===== src/rtl/sr_latch_driver.sv =====
// Timed setup/gate-pulse/hold write sequencer for an asynchronous gated NOR SR latch.
// Optional feature macro READBACK_CHECK_EN: q/qn readback with retry and err reporting.
module sr_latch_driver #(
    parameter int SETUP     = 1,
    parameter int PULSE_W   = 4,
    parameter int SETTLE    = 2,
    parameter int MAX_RETRY = 2
) (
    input  logic clk,
    input  logic rst_n,
    input  logic req_valid,
    input  logic req_val,
    output logic req_ready,
    output logic done,
    output logic err,
    output logic s_n,
    output logic r_n,
    output logic en_n,
    input  logic q,
    input  logic qn
);

    localparam int MAX_A   = (SETUP > PULSE_W) ? SETUP : PULSE_W;
    localparam int MAX_CNT = (MAX_A > SETTLE) ? MAX_A : SETTLE;
    localparam int CW      = (MAX_CNT < 1) ? 1 : $clog2(MAX_CNT + 1);

    localparam logic [CW-1:0] SETUP_LD = CW'(SETUP - 1);
    localparam logic [CW-1:0] PULSE_LD = CW'(PULSE_W - 1);

    localparam logic [2:0] S_IDLE  = 3'd0;
    localparam logic [2:0] S_SETUP = 3'd1;
    localparam logic [2:0] S_PULSE = 3'd2;
    localparam logic [2:0] S_HOLD  = 3'd3;

    logic [2:0]    r_state;
    logic [CW-1:0] r_cnt;
    logic          r_val;
    logic          r_s_n;
    logic          r_r_n;
    logic          r_en_n;
    logic          r_ready;
    logic          r_done;
    logic          r_err;

    logic [2:0]    w_state_next;
    logic [CW-1:0] w_cnt_next;
    logic          w_val_next;
    logic          w_done_next;
    logic          w_err_next;
    logic          w_drive_next;
    logic          w_accept;

    assign w_accept = req_valid & r_ready;

`ifdef READBACK_CHECK_EN
    localparam int RW = (MAX_RETRY < 1) ? 1 : $clog2(MAX_RETRY + 1);
    localparam logic [RW-1:0] RETRY_LAST = RW'(MAX_RETRY);
    localparam logic [CW-1:0] SETTLE_LD  = CW'(SETTLE - 1);
    localparam logic [2:0]    S_CHECK    = 3'd4;

    logic [RW-1:0] r_retry;
    logic [RW-1:0] w_retry_next;
    logic          r_q_meta;
    logic          r_q_sync;
    logic          r_qn_meta;
    logic          r_qn_sync;
    logic          w_pass;

    // q == qn (both 0 after an illegal overlap, or both 1) can never satisfy this
    assign w_pass = (r_q_sync == r_val) && (r_qn_sync == ~r_val);

    always_ff @(posedge clk) begin
        if (!rst_n) begin
            r_q_meta  <= 1'b0;
            r_q_sync  <= 1'b0;
            r_qn_meta <= 1'b0;
            r_qn_sync <= 1'b0;
            r_retry   <= '0;
        end else begin
            r_q_meta  <= q;
            r_q_sync  <= r_q_meta;
            r_qn_meta <= qn;
            r_qn_sync <= r_qn_meta;
            r_retry   <= w_retry_next;
        end
    end
`else
    logic w_unused;
    assign w_unused = &{1'b0, q, qn, MAX_RETRY[0]};
`endif

    always_comb begin
        w_state_next = r_state;
        w_cnt_next   = r_cnt;
        w_val_next   = r_val;
        w_done_next  = 1'b0;
        w_err_next   = 1'b0;
`ifdef READBACK_CHECK_EN
        w_retry_next = r_retry;
`endif
        case (r_state)
            S_IDLE: begin
                if (w_accept) begin
                    w_state_next = S_SETUP;
                    w_cnt_next   = SETUP_LD;
                    w_val_next   = req_val;
                end
            end
            S_SETUP: begin
                if (r_cnt == '0) begin
                    w_state_next = S_PULSE;
                    w_cnt_next   = PULSE_LD;
                end else begin
                    w_cnt_next = r_cnt - 1'b1;
                end
            end
            S_PULSE: begin
                if (r_cnt == '0) begin
                    w_state_next = S_HOLD;
                end else begin
                    w_cnt_next = r_cnt - 1'b1;
                end
            end
            S_HOLD: begin
`ifdef READBACK_CHECK_EN
                w_state_next = S_CHECK;
                w_cnt_next   = SETTLE_LD;
`else
                w_state_next = S_IDLE;
                w_done_next  = 1'b1;
`endif
            end
`ifdef READBACK_CHECK_EN
            S_CHECK: begin
                if (r_cnt != '0) begin
                    w_cnt_next = r_cnt - 1'b1;
                end else if (w_pass) begin
                    w_state_next = S_IDLE;
                    w_done_next  = 1'b1;
                    w_retry_next = '0;
                end else if (r_retry == RETRY_LAST) begin
                    w_state_next = S_IDLE;
                    w_done_next  = 1'b1;
                    w_err_next   = 1'b1;
                    w_retry_next = '0;
                end else begin
                    // rewrite the same value; requester sees nothing until the final outcome
                    w_state_next = S_SETUP;
                    w_cnt_next   = SETUP_LD;
                    w_retry_next = r_retry + RW'(1);
                end
            end
`endif
            default: begin
                w_state_next = S_IDLE;
            end
        endcase
    end

    // Outputs are decoded from the next state so every latch pin comes straight off a flop
    assign w_drive_next = (w_state_next == S_SETUP) ||
                          (w_state_next == S_PULSE) ||
                          (w_state_next == S_HOLD);

    always_ff @(posedge clk) begin
        if (!rst_n) begin
            r_state <= S_IDLE;
            r_cnt   <= '0;
            r_val   <= 1'b0;
            r_s_n   <= 1'b1;
            r_r_n   <= 1'b1;
            r_en_n  <= 1'b1;
            r_ready <= 1'b1;
            r_done  <= 1'b0;
            r_err   <= 1'b0;
        end else begin
            r_state <= w_state_next;
            r_cnt   <= w_cnt_next;
            r_val   <= w_val_next;
            r_s_n   <= ~(w_drive_next & w_val_next);
            r_r_n   <= ~(w_drive_next & ~w_val_next);
            r_en_n  <= ~(w_state_next == S_PULSE);
            r_ready <= (w_state_next == S_IDLE);
            r_done  <= w_done_next;
            r_err   <= w_err_next;
        end
    end

    assign req_ready = r_ready;
    assign done      = r_done;
    assign err       = r_err;
    assign s_n       = r_s_n;
    assign r_n       = r_r_n;
    assign en_n      = r_en_n;

endmodule


===== config.mk =====
export PLATFORM = sky130hd
export DESIGN_NAME = sr_latch_driver
export DESIGN_NICKNAME = d
export VERILOG_FILES = /design/src/rtl/sr_latch_driver.sv
export SDC_FILE = /design/constraint.sdc
export NUM_CORES = 1
export LEC_CHECK = 0
export ABC_AREA = 1
export BUFFER_PORTS_ARGS = -buffer_cell sky130_fd_sc_hd__buf_4
export CAP_MARGIN = 0
export CORE_AREA = 2 2 39 41
export CTS_CLUSTER_DIAMETER = 120
export CTS_CLUSTER_SIZE = 14
export DETAILED_ROUTE_END_ITERATION = 12
export DIE_AREA = 0 0 41 43
export GPL_TIMING_DRIVEN = 0
export HOLD_SLACK_MARGIN = 0.12
export PLACE_DENSITY = 0.68
export SYNTH_ARGS = -nofsm -noshare
export SYNTH_HDL_FRONTEND = slang
export SYNTH_SLANG_ARGS = --single-unit

===== constraint.sdc =====
create_clock -name clk -period 1.2 [get_ports clk]
set_input_delay 0.12 -clock clk [delete_from_list [all_inputs] [get_ports clk]]
set_output_delay 0.12 -clock clk [all_outputs]
set_load 0.01 [all_outputs]

==> results of run 1 <==
power groups by stage:
stage          Clock (mW)  Sequential (mW)  Combinational, mW
2_1_floorplan           0            0.438             0.0926
5_1_grt             0.257            0.434              0.194
3_3_place_gp            0            0.436              0.129
3_5_place_dp            0            0.436              0.131
4_1_cts             0.244            0.428              0.158
6_report            0.240            0.431              0.170
repair_timing:
item / in CTS / in global routing
setup buffers: 2 / 0
gates resized for setup: 8 / 10
pin swaps: 2 / 6
endpoints found under the setup margin: 5 / 6
hold endpoints to repair: 4 / 0
hold buffers: 1 / 0
per-layer routing:
layer / GRT usage [%] / part of all wire (%) / vias to the layer above
li1: - / - / 278
met3: 3.141 / 5.6 / 2
met2: 19.69 / 46 / 11
met5: 0 / 0 / -
met1: 19.81 / 47 / 222
met4: 6.000 / 1.5 / 0
per-stage QoR:
stage / power (mW) / cells / setup TNS, ns / hold WS (ns) / cell area, um^2
final: 0.8411 / 112 / -0.002387 / 0.3012 / 760.7
after global routing: 0.8854 / 112 / -0.1968 / 0.3684 / 760.7
after CTS: 0.8298 / 112 / 0 / 0.3098 / 730.7
after detailed placement: 0.5669 / 106 / -0.3083 / 0.3532 / 664.4
after global placement: 0.5647 / 106 / -0.2743 / 0.3541 / 664.4
after floorplan: 0.5303 / 82 / 0 / 0.1888 / 584.3
registers in the layout, summed over array words and instances, names as in the netlist:
register   flops
r_val          1
r_state        3
done           1
req_ready      1
r_cnt          3
s_n            1
en_n           1
r_n            1
how the worst max path moves through the flow:
stage | from | end | slack (ns) | depth (start not counted)
finish | r_cnt[0]$_SDFFE_PN0P_ | r_cnt[0]$_SDFFE_PN0P_ | -0.002 | 9
CTS | r_cnt[0]$_SDFFE_PN0P_ | r_cnt[0]$_SDFFE_PN0P_ | 0.003 | 9
global placement | r_cnt[0]$_SDFFE_PN0P_ | en_n$_SDFF_PN1_ | -0.10 | 9
floorplan | r_cnt[0]$_SDFFE_PN0P_ | en_n$_SDFF_PN1_ | 0.03 | 9
global route | r_cnt[0]$_SDFFE_PN0P_ | en_n$_SDFF_PN1_ | -0.07 | 9
detailed placement | r_cnt[0]$_SDFFE_PN0P_ | en_n$_SDFF_PN1_ | -0.1 | 9
worst max-delay path: cells and delay by family, from the launching register on:
kind,cells,cell delay (ns)
compound gates,2,0.18
fa+ha+maj,1,0.15
buf+inv,3,0.25
flops,1,0.35
simple gates,3,0.17
area by class of cell:
cell class	count	area, um^2	area share (%)
multi-input cells	55	325.3	42.76
clock buffers	3	22.52	2.961
inverters	14	57.56	7.566
repair buffers	11	85.08	11.18
flip-flops and latches	12	242.7	31.91
well taps	16	20.02	2.632
plain buffers	1	7.507	0.9868
cell families after synthesis:
| group | Yosys count | synth area share, % |
|---|---|---|
| DFF | 12 | 41.38 |
| buffers and inverters | 15 | 10.35 |
| AOI/OAI and AO/OA | 8 | 7.975 |
| adders and majority gates | 2 | 4.310 |
| other | 1 | 0.6459 |
| and+or+nand+nor | 43 | 35.34 |
layout by cell type (no fill, tap or decap):
cell	netlist	routed
sky130_fd_sc_hd__inv_1	11	7
sky130_fd_sc_hd__nand3_1	3	3
sky130_fd_sc_hd__o21ai_1	2	3
sky130_fd_sc_hd__inv_2	2	4
sky130_fd_sc_hd__dfxtp_2	0	2
sky130_fd_sc_hd__dfxtp_1	12	10
sky130_fd_sc_hd__nor2_1	8	7
sky130_fd_sc_hd__nand3_4	0	1
sky130_fd_sc_hd__nand3_2	3	2
sky130_fd_sc_hd__o21ai_0	2	1
sky130_fd_sc_hd__nor3_1	1	1
sky130_fd_sc_hd__clkbuf_4	0	3
sky130_fd_sc_hd__inv_4	0	2
sky130_fd_sc_hd__nand2_1	22	21
sky130_fd_sc_hd__ha_2	0	1
sky130_fd_sc_hd__a21oi_1	2	1
sky130_fd_sc_hd__conb_1	1	2
sky130_fd_sc_hd__a21oi_2	1	2
sky130_fd_sc_hd__ha_4	0	1
sky130_fd_sc_hd__nor2_2	3	2
sky130_fd_sc_hd__nand2_2	2	3
sky130_fd_sc_hd__buf_4	1	11
sky130_fd_sc_hd__clkinv_1	1	1
sky130_fd_sc_hd__dlygate4sd3_1	0	1
sky130_fd_sc_hd__nor2_4	1	3
sky130_fd_sc_hd__o211ai_1	1	1
==> insert_results.sql, run 1 <==
INSERT INTO impl_metrics (metric_group, metric, value, unit) VALUES
('cts', 'cts-root-buf', 'sky130_fd_sc_hd__clkbuf_4', ''),
('cts', 'ctsLongestPathBuffers', '2', ''),
('floorplanning', 'fp.dieW', '41', 'um'),
('detailed_routing', 'drt.antenna.violating_nets', '0', ''),
('global_routing', 'grt_first_pass_wirelength', '1704', 'um'),
('floorplanning', 'num_rows', '14', ''),
('floorplanning', 'boundaryPins', '12', ''),
('cts', 'clock_buffer_count_from_cts', '3', ''),
('job', 'max_capacitance_violation_count', '0', ''),
('synthesis', 'synth_async_sr_flop_share', '0', '%'),
('global_routing', 'antenna_found_initial', '0', ''),
('final_layout', 'finish.utilization', '54.97', '%'),
('power_and_ir_drop', 'power_per_cell_area', '1106', 'nW/um^2'),
('synthesis', 'synth.yosys.seq_area_share', '41.38', '%'),
('floorplanning', 'core_area', '1384', 'um^2'),
('worst_setup_path', 'critPathCaptureType', 'register', ''),
('synthesis', 'synth_most_common_cell', 'sky130_fd_sc_hd__nand2_1', ''),
('global_routing', 'grt_pass1_vias', '410', ''),
('cts', 'clock_sink_count', '12', ''),
('worst_setup_path', 'arrival_time_at_the_worst_endpoint', '1.37', 'ns'),
('status', 'failed_checks', 'setup timing', ''),
('detailed_routing', 'final_routed_wirelength_across_all_metal_layers', '1011', 'um'),
('cts', 'clk_pin_slew_worst_paths', '0.07', 'ns'),
('sta', 'hold_viol_final', '0', ''),
('synthesis', 'synth.yosys.warnings', '0', ''),
('final_layout', 'number_of_antenna_diodes', '0', ''),
('final_layout', 'drive_gt1_share', '38.54', '%'),
('worst_setup_path', 'path_max_fanout', '3', ''),
('worst_setup_path', 'path_cells', 'inv_4, ha_4, inv_2, nor2_4, buf_4, o21ai_1, o21ai_1, nor2_1, nor2_1', ''),
('synthesis', 'synthesis.area', '580.6', 'um^2'),
('worst_setup_path', 'r2r_cells', '9', ''),
('place', 'gp_congestion', '0.7649', ''),
('power_and_ir_drop', 'worst_ir_drop_vdd', '0.6947', 'mV'),
('detailed_routing', 'via_per_inst', '4.580', ''),
('synthesis', 'yosys_most_used_dff', 'sky130_fd_sc_hd__dfxtp_1', ''),
('synthesis', 'synth_top_area_share', '41.38', '%'),
('synthesis', 'ys_top_cells_by_count', 'sky130_fd_sc_hd__nand2_1 (22), sky130_fd_sc_hd__dfxtp_1 (12), sky130_fd_sc_hd__inv_1 (11)', ''),
('sta', 'fin_ws', '-0.002387', 'ns'),
('place', 'port_buffers', '8', ''),
('sta', 'max_clock_freq', '831.7', 'MHz'),
('power_and_ir_drop', 'power.switching_fraction', '27.70', '%'),
('final_layout', 'relative_area_change_from_synthesis_to_final_layout', '31.03', '%'),
('power_and_ir_drop', 'clockPowerShare', '28.5', '%'),
('min_path', 'hold_end', 'r_val$_SDFF_PN0_', ''),
('synthesis', 'synth-edff-count', '0', ''),
('sta', 'period_needed', '1.202', 'ns'),
('floorplanning', 'initial_core_util', '41.95', '%'),
('status', 'outcome', 'complete, but fails checks', ''),
('synthesis', 'synth_top_cells_by_area', 'sky130_fd_sc_hd__dfxtp_1 (41%), sky130_fd_sc_hd__nand2_1 (14%), sky130_fd_sc_hd__inv_1 (7.1%)', ''),
('worst_setup_path', 'crit_path_top_delay_cell', 'sky130_fd_sc_hd__dfxtp_2', ''),
('detailed_routing', 'drc', '0', ''),
('final_layout', 'nNetsFinal', '106', ''),
('power_and_ir_drop', 'switchingPower', '0.2330', 'mW'),
('detailed_routing', 'detailedRoute.firstIterationViolations', '19', ''),
('sta', 'report.final.setup_viol', '1', ''),
('worst_setup_path', 'crit_reg_reg_endpoint', 'r_cnt[0]$_SDFFE_PN0P_', ''),
('worst_setup_path', 'required', '1.37', 'ns'),
('synthesis', 'synth_seq_cells', '12', ''),
('power_and_ir_drop', 'power_report.internal_total', '0.6081', 'mW'),
('worst_setup_path', 'slowest_delay', '0.35', 'ns'),
('synthesis', 'syn_area_per_cell', '7.167', 'um^2'),
('worst_setup_path', 'worst-r2r-setup-slack', '-0.002', 'ns'),
('detailed_routing', 'post_drt_wl_per_cell', '9.027', 'um'),
('detailed_routing', 'drt_pre_antenna_iters', '4', ''),
('power_and_ir_drop', 'leakagePower', '0.3590', 'nW'),
('min_path', 'hold-path-cell-count', '7', ''),
('worst_setup_path', 'reg2reg_from', 'r_cnt[0]$_SDFFE_PN0P_', ''),
('min_path', 'class_of_the_worst_hold_path', 'primary input to register', ''),
('final_layout', 'nFillCells', '134', ''),
('cts', 'cts_tree', 'done', ''),
('power_and_ir_drop', 'p_comb_share', '20.2', '%');
No activity file was read; power rests on OpenSTA's default activity.
==> inputs of run 2 (changes only) <==
- CORE_AREA: 2 2 39 41 -> unset
- CORE_MARGIN: unset -> 2
- CORE_UTILIZATION: unset -> 35
- CTS_CLUSTER_SIZE: 14 -> unset
- DIE_AREA: 0 0 41 43 -> unset
- PLACE_DENSITY: 0.68 -> unset
==> run 2 against run 1 <==
Effect of this change:
- the flow still finishes with violations (setup timing)
- die area increased by 13%
- non-clock buffer count increased by 1
- combinational power about the same
- design area increased by 1.5%
- power increased by 11%
- largest cell class unchanged
- final cell count increased by 1.8%
==> insert_results.sql, run 2 (synthesis gave the netlist of run 1 again) <==
INSERT INTO impl_metrics (metric_group, metric, value, unit) VALUES
('worst_setup_path', 'critPathCaptureType', 'register', ''),
('sta', 'period_needed', '1.245', 'ns'),
('floorplanning', 'core_area', '1524', 'um^2'),
('sta', 'fin_ws', '-0.04515', 'ns'),
('sta', 'final_slew_viol_count', '0', ''),
('global_routing', 'global_route.usage.total', '13.37', '%'),
('sta', 'max_clock_freq', '803.1', 'MHz'),
('worst_setup_path', 'arrival_time_at_the_worst_endpoint', '1.42', 'ns'),
('place', 'gp_congestion', '0.7604', ''),
('final_layout', 'multi_input_comb_area', '319.1', 'um^2'),
('global_routing', 'grt_first_pass_wirelength', '1863', 'um'),
('place', 'placed_area', '664.4', 'um^2'),
('detailed_routing', 'detailedRoute.firstIterationViolations', '10', ''),
('final_layout', 'nFillCells', '156', ''),
('final_layout', 'nNetsFinal', '107', ''),
('worst_setup_path', 'slowest_delay', '0.37', 'ns'),
('status', 'outcome', 'complete, but fails checks', ''),
('cts', 'clock_latency', '0.28', 'ns'),
('final_layout', 'largestRegisters', 'r_cnt x3, r_state x3', ''),
('final_layout', 'finish.utilization', '50.66', '%'),
('detailed_routing', 'routed-via-count', '533', ''),
('floorplanning', 'fp.dieW', '44.73', 'um'),
('detailed_routing', 'drt.antenna.violating_nets', '0', ''),
('global_routing', 'grt_pass1_vias', '445', ''),
('worst_setup_path', 'timing.critical_path.from_type', 'register', ''),
('place', 'place_hpwl', '795.2', 'um'),
('global_routing', 'antenna_found_initial', '0', ''),
('power_and_ir_drop', 'power_per_cell_area', '1211', 'nW/um^2'),
('job', 'max_capacitance_violation_count', '0', ''),
('floorplanning', 'initial_core_util', '38.10', '%'),
('detailed_routing', 'final_routed_wirelength_across_all_metal_layers', '1252', 'um'),
('worst_setup_path', 'required', '1.38', 'ns'),
('place', 'pre_cts_slack', '-0.1055', 'ns'),
('global_routing', 'globalRouteOverflowTotal', '0', ''),
('sta', 'timing.clock.skew', '0.003316', 'ns'),
('floorplanning', 'boundaryPins', '12', ''),
('power_and_ir_drop', 'worst_ir_drop_vdd', '0.6428', 'mV'),
('worst_setup_path', 'worstSetupPathType', 'register to register', ''),
('final_layout', 'final_common_cell', 'sky130_fd_sc_hd__nand2_1', ''),
('min_path', 'class_of_the_worst_hold_path', 'primary input to register', ''),
('floorplanning', 'die-height', '44.73', 'um'),
('worst_setup_path', 'path_cells', 'inv_4, buf_4, buf_4, o21ai_1, o21ai_0, nor2_1, nor2_1', ''),
('cts', 'ctsHtreeMaxLevel', '1', ''),
('cts', 'clk_pin_slew_worst_paths', '0.08', 'ns'),
('final_layout', 'design_area', '772.0', 'um^2'),
('place', 'port_buffers', '8', ''),
('final_layout', 'number_of_antenna_diodes', '0', ''),
('final_layout', 'post_layout_nonfiller_instances', '114', ''),
('cts', 'cts-root-buf', 'sky130_fd_sc_hd__clkbuf_4', ''),
('cts', 'clock_buffer_count_from_cts', '3', ''),
('detailed_routing', 'post_drt_wl_per_cell', '10.98', 'um'),
('worst_setup_path', 'path_max_fanout', '3', ''),
('sta', 'grt_setup_unrepaired', 'true', ''),
('cts', 'clock_sink_count', '12', ''),
('place', 'dpl.cell_count', '106', ''),
('final_layout', 'relative_area_change_from_synthesis_to_final_layout', '32.97', '%'),
('cts', 'ctsLongestPathBuffers', '2', ''),
('cts', 'cts_tree', 'done', ''),
('detailed_routing', 'drc', '0', ''),
('sta', 'timing.setup.tns', '-0.05758', 'ns'),
('final_layout', 'drive_gt1_share', '38.78', '%'),
('detailed_routing', 'drt_pre_antenna_iters', '4', ''),
('sta', 'final.hold.worst_slack', '0.3090', 'ns'),
('sta', 'fin_crit_sh', '103.8', '%'),
('floorplanning', 'dieArea', '2000', 'um^2'),
('power_and_ir_drop', 'leakagePower', '0.3678', 'nW'),
('floorplanning', 'num_rows', '14', ''),
('global_routing', 'grt_start_max_net_pins', '8', ''),
('final_layout', 'layout.cells.most_common_list', 'sky130_fd_sc_hd__nand2_1 (20), sky130_fd_sc_hd__buf_4 (12), sky130_fd_sc_hd__dfxtp_1 (11)', ''),
('sta', 'report.final.setup_viol', '2', ''),
('worst_setup_path', 'crit_path_top_delay_cell', 'sky130_fd_sc_hd__dfxtp_2', ''),
('sta', 'hold_viol_final', '0', ''),
('power_and_ir_drop', 'totalPowerFinal', '0.9350', 'mW'),
('final_layout', 'sequential_cell_area', '241.5', 'um^2'),
('detailed_routing', 'via_per_inst', '4.675', ''),
('status', 'failed_checks', 'setup timing', '');
## run 2: layer usage
metal	up-vias	track usage (%)	routed length (um)
met1	231	16.17	577
met3	7	3.600	51
li1	278	-	-
met2	17	19.71	567
met4	0	10.91	55
met5	-	0	0
## run 2: final cells by class
| class | count | area share [%] |
|---|---|---|
| Buffer | 1 | 0.9724 |
| Inverter | 14 | 7.131 |
| Clock buffer | 4 | 4.700 |
| Tap cell | 16 | 2.593 |
| Timing Repair Buffer | 12 | 11.99 |
| Sequential cell | 12 | 31.28 |
| Multi-Input combinational cell | 55 | 41.33 |
## run 2: path summary, 6_finish.rpt
check / startpoint / end / slack (ns) / cells after the start
worst min register to register: r_cnt[2]$_SDFFE_PN0P_ / r_cnt[2]$_SDFFE_PN0P_ / 0.54 / 2
worst max-delay path: r_cnt[0]$_SDFFE_PN0P_ / r_cnt[0]$_SDFFE_PN0P_ / -0.05 / 7
worst min-delay path: req_val / r_val$_SDFF_PN0_ / 0.31 / 7
worst max register to register: r_cnt[0]$_SDFFE_PN0P_ / r_cnt[0]$_SDFFE_PN0P_ / -0.05 / 7
## run 2: repair_timing
action	4_1_cts	5_1_grt
setup endpoints to repair	5	6
pin swaps	3	8
hold endpoints to repair	6	0
setup buffers	1	2
gates resized for setup	9	5
hold buffers	1	0
## run 2: critical path, delay by kind of cell (launching register included)
family,cells,cell delay (ns)
compound gates,2,0.30
buf+inv,3,0.29
flops,1,0.37
simple gates,2,0.17
## run 2: report_power, final
part / total [mW] / internal, mW / switching [mW]
combinational: 0.171 / 0.0736 / 0.0970
clock: 0.333 / 0.185 / 0.148
sequential: 0.431 / 0.416 / 0.0152
==> inputs of run 3 (changes only) <==
- clock period: 1.2 -> 1.6 ns (I/O delays scaled with it)
==> run 3 against run 2 <==
Effect of this change:
- the run now ends clean
- final cell count decreased by 2.6%
- count of clock-buffer cells in the layout unchanged
- clock skew rose by 0.00080 ns
- non-clock buffer count decreased by 3
- critical path depth grew 2
- maximum frequency down 6.1%
- routed wire length shrank 13%
- sequential share of layout area grew 2.5 points
- critical path type unchanged
- largest cell class unchanged
==> insert_results.sql, run 3 (synthesis gave the netlist of run 1 again) <==
INSERT INTO impl_metrics (metric_group, metric, value, unit) VALUES
('status', 'outcome', 'complete, no violations', ''),
('detailed_routing', 'wl_met1', '521', 'um'),
('cts', 'clock_latency', '0.28', 'ns'),
('final_layout', 'relative_area_change_from_synthesis_to_final_layout', '22.41', '%'),
('cts', 'cts-root-buf', 'sky130_fd_sc_hd__clkbuf_4', ''),
('detailed_routing', 'final_routed_wirelength_across_all_metal_layers', '1086', 'um'),
('detailed_routing', 'detailedRoute.firstIterationViolations', '11', ''),
('power_and_ir_drop', 'power_report.internal_total', '0.4900', 'mW'),
('worst_setup_path', 'path_cells', 'inv_1, ha_1, inv_1, nor2_2, inv_1, nand2_1, o211ai_1, nor2_1, nand2_1', ''),
('global_routing', 'grt_first_pass_wirelength', '1800', 'um'),
('worst_setup_path', 'slowest_delay', '0.31', 'ns'),
('final_layout', 'number_of_antenna_diodes', '0', ''),
('floorplanning', 'dieArea', '2000', 'um^2'),
('floorplanning', 'fp.dieW', '44.73', 'um'),
('place', 'dpl.cell_count', '106', ''),
('detailed_routing', 'via_per_inst', '4.640', ''),
('detailed_routing', 'drc', '0', ''),
('final_layout', 'nNetsFinal', '104', ''),
('detailed_routing', 'drt.antenna.violating_nets', '0', ''),
('global_routing', 'grt_pass1_vias', '423', ''),
('worst_setup_path', 'worstPathBufferInverterCount', '3', ''),
('worst_setup_path', 'critPathMostFrequentCell', 'sky130_fd_sc_hd__inv_1', ''),
('cts', 'cts_post_setup_buffers_inserted', '0', ''),
('detailed_routing', 'routed.top_layer', 'met4', ''),
('sta', 'grt_setup_unrepaired', 'false', ''),
('worst_setup_path', 'reg2reg_from', 'r_cnt[0]$_SDFFE_PN0P_', ''),
('power_and_ir_drop', 'totalPowerFinal', '0.6689', 'mW'),
('power_and_ir_drop', 'worst_ir_drop_vdd', '0.4566', 'mV'),
('power_and_ir_drop', 'switchingPower', '0.1789', 'mW'),
('cts', 'ctsLongestPathBuffers', '2', ''),
('final_layout', 'layout.cells.most_common_list', 'sky130_fd_sc_hd__nand2_1 (22), sky130_fd_sc_hd__dfxtp_1 (12), sky130_fd_sc_hd__inv_1 (11)', ''),
('floorplanning', 'boundaryPins', '12', ''),
('cts', 'clock_buffer_count_from_cts', '3', ''),
('cts', 'cts_repair_resize_count', '0', ''),
('worst_setup_path', 'required', '1.78', 'ns'),
('min_path', 'worst_hold_startpoint', 'req_val', ''),
('worst_setup_path', 'arrival_time_at_the_worst_endpoint', '1.50', 'ns'),
('final_layout', 'post_layout_nonfiller_instances', '111', ''),
('worst_setup_path', 'critical_path.top_delay_family', 'simple AND/OR/NAND/NOR gates', ''),
('power_and_ir_drop', 'share_seq_of_total_power', '47.9', '%'),
('place', 'place_hpwl', '795.2', 'um'),
('sta', 'period_needed', '1.327', 'ns'),
('floorplanning', 'initial_core_util', '38.10', '%'),
('detailed_routing', 'drt_pre_antenna_iters', '5', ''),
('global_routing', 'antenna_found_initial', '0', ''),
('sta', 'fin_crit_sh', '82.92', '%'),
('final_layout', 'largestRegisters', 'r_cnt x3, r_state x3', ''),
('sta', 'max_clock_freq', '753.7', 'MHz'),
('sta', 'report.final.setup_viol', '0', ''),
('global_routing', 'global_route.usage.total', '13.20', '%'),
('detailed_routing', 'routed-via-count', '515', ''),
('global_routing', 'grt_start_max_net_pins', '8', ''),
('power_and_ir_drop', 'power_per_cell_area', '941.1', 'nW/um^2'),
('detailed_routing', 'detailroute.wirelength.met2', '440', 'um'),
('worst_setup_path', 'crit_path_top_delay_cell', 'sky130_fd_sc_hd__dfxtp_1', ''),
('sta', 'final_slew_viol_count', '0', ''),
('cts', 'ctsHtreeMaxLevel', '1', ''),
('global_routing', 'globalRouteOverflowTotal', '0', ''),
('power_and_ir_drop', 'p_comb_share', '15.1', '%'),
('cts', 'clk_pin_slew_worst_paths', '0.08', 'ns'),
('floorplanning', 'die-height', '44.73', 'um'),
('power_and_ir_drop', 'leakagePower', '0.3538', 'nW'),
('worst_setup_path', 'critPathCaptureType', 'register', ''),
('job', 'max_capacitance_violation_count', '0', ''),
('floorplanning', 'num_rows', '14', ''),
('cts', 'clock_sink_count', '12', ''),
('floorplanning', 'core_area', '1524', 'um^2'),
('worst_setup_path', 'timing.critical_path.from_type', 'register', ''),
('sta', 'hold_viol_final', '0', ''),
('worst_setup_path', 'worstSetupPathType', 'register to register', ''),
('detailed_routing', 'post_drt_wl_per_cell', '9.784', 'um'),
('final_layout', 'final_common_cell', 'sky130_fd_sc_hd__nand2_1', ''),
('sta', 'timing.setup.tns', '0', 'ns'),
('min_path', 'class_of_the_worst_hold_path', 'primary input to register', ''),
('cts', 'cts_tree', 'done', ''),
('worst_setup_path', 'critPathLaunch', 'r_cnt[0]$_SDFFE_PN0P_', ''),
('final_layout', 'drive_gt1_share', '26.32', '%'),
('sta', 'timing.clock.skew', '0.004113', 'ns'),
('power_and_ir_drop', 'power.switching_fraction', '26.75', '%'),
('power_and_ir_drop', 'clockPowerShare', '37.1', '%'),
('place', 'port_buffers', '8', ''),
('place', 'gp_congestion', '0.7604', ''),
('detailed_routing', 'met3_wirelength', '56', 'um'),
('worst_setup_path', 'path_max_fanout', '4', '');
run 3: worst paths after layout:
path                      endpoint  slack (ns)  cells after the start
max                en_n$_SDFF_PN1_        0.27                      9
min               r_val$_SDFF_PN0_        0.34                      7
max reg2reg        en_n$_SDFF_PN1_        0.27                      9
min reg2reg  r_cnt[2]$_SDFFE_PN0P_        0.53                      2
run 3: final cells by class:
type                    instances  area (um^2)
repair buffers                  9        70.07
clock buffers                   4        36.28
inverters                      14        52.55
well taps                      16        20.02
flip-flops and latches         12        240.2
fillers                       162        813.3
plain buffers                   1        7.507
multi-input cells              55        284.0
run 3: per-stage QoR:
step	area (um^2)	hold WS [ns]	setup WS (ns)	utilization (%)
6_report	710.7	0.3372	0.2733	46.63
5_1_grt	710.7	0.3844	0.1396	46.63
4_1_cts	710.7	0.3347	0.2787	46.63
3_5_place_dp	664.4	0.3930	0.2945	43.60
3_3_place_gp	664.4	0.3940	0.2853	43.60
2_1_floorplan	584.3	0.2288	0.4322	-
run 3: worst min-delay path, stage by stage:
cell                      delay (ns)
sky130_fd_sc_hd__buf_4          0.11
sky130_fd_sc_hd__nand3_1        0.07
sky130_fd_sc_hd__nand2_1        0.05
sky130_fd_sc_hd__inv_1          0.04
sky130_fd_sc_hd__o21ai_1        0.06
sky130_fd_sc_hd__inv_2          0.06
sky130_fd_sc_hd__nor2_2         0.03
run 3: what timing repair did:
action	CTS	global route
setup endpoints to repair	0	0
endpoints found under the hold margin	2	0
hold buffers	1	0
run 3: metal layers:
metal	track usage, %	up-vias
met5	0	-
met4	11.52	0
met3	4.800	10
met2	17.68	18
met1	16.42	213
li1	-	274
run 3: power by group through the flow:
stage                     sequential, mW  clock (mW)  combinational, mW
after detailed placement           0.327           0             0.0987
final                              0.320       0.248              0.101
after CTS                          0.320       0.253              0.102
after global routing               0.321       0.263              0.117
after floorplan                    0.328           0             0.0694
after global placement             0.326           0             0.0976
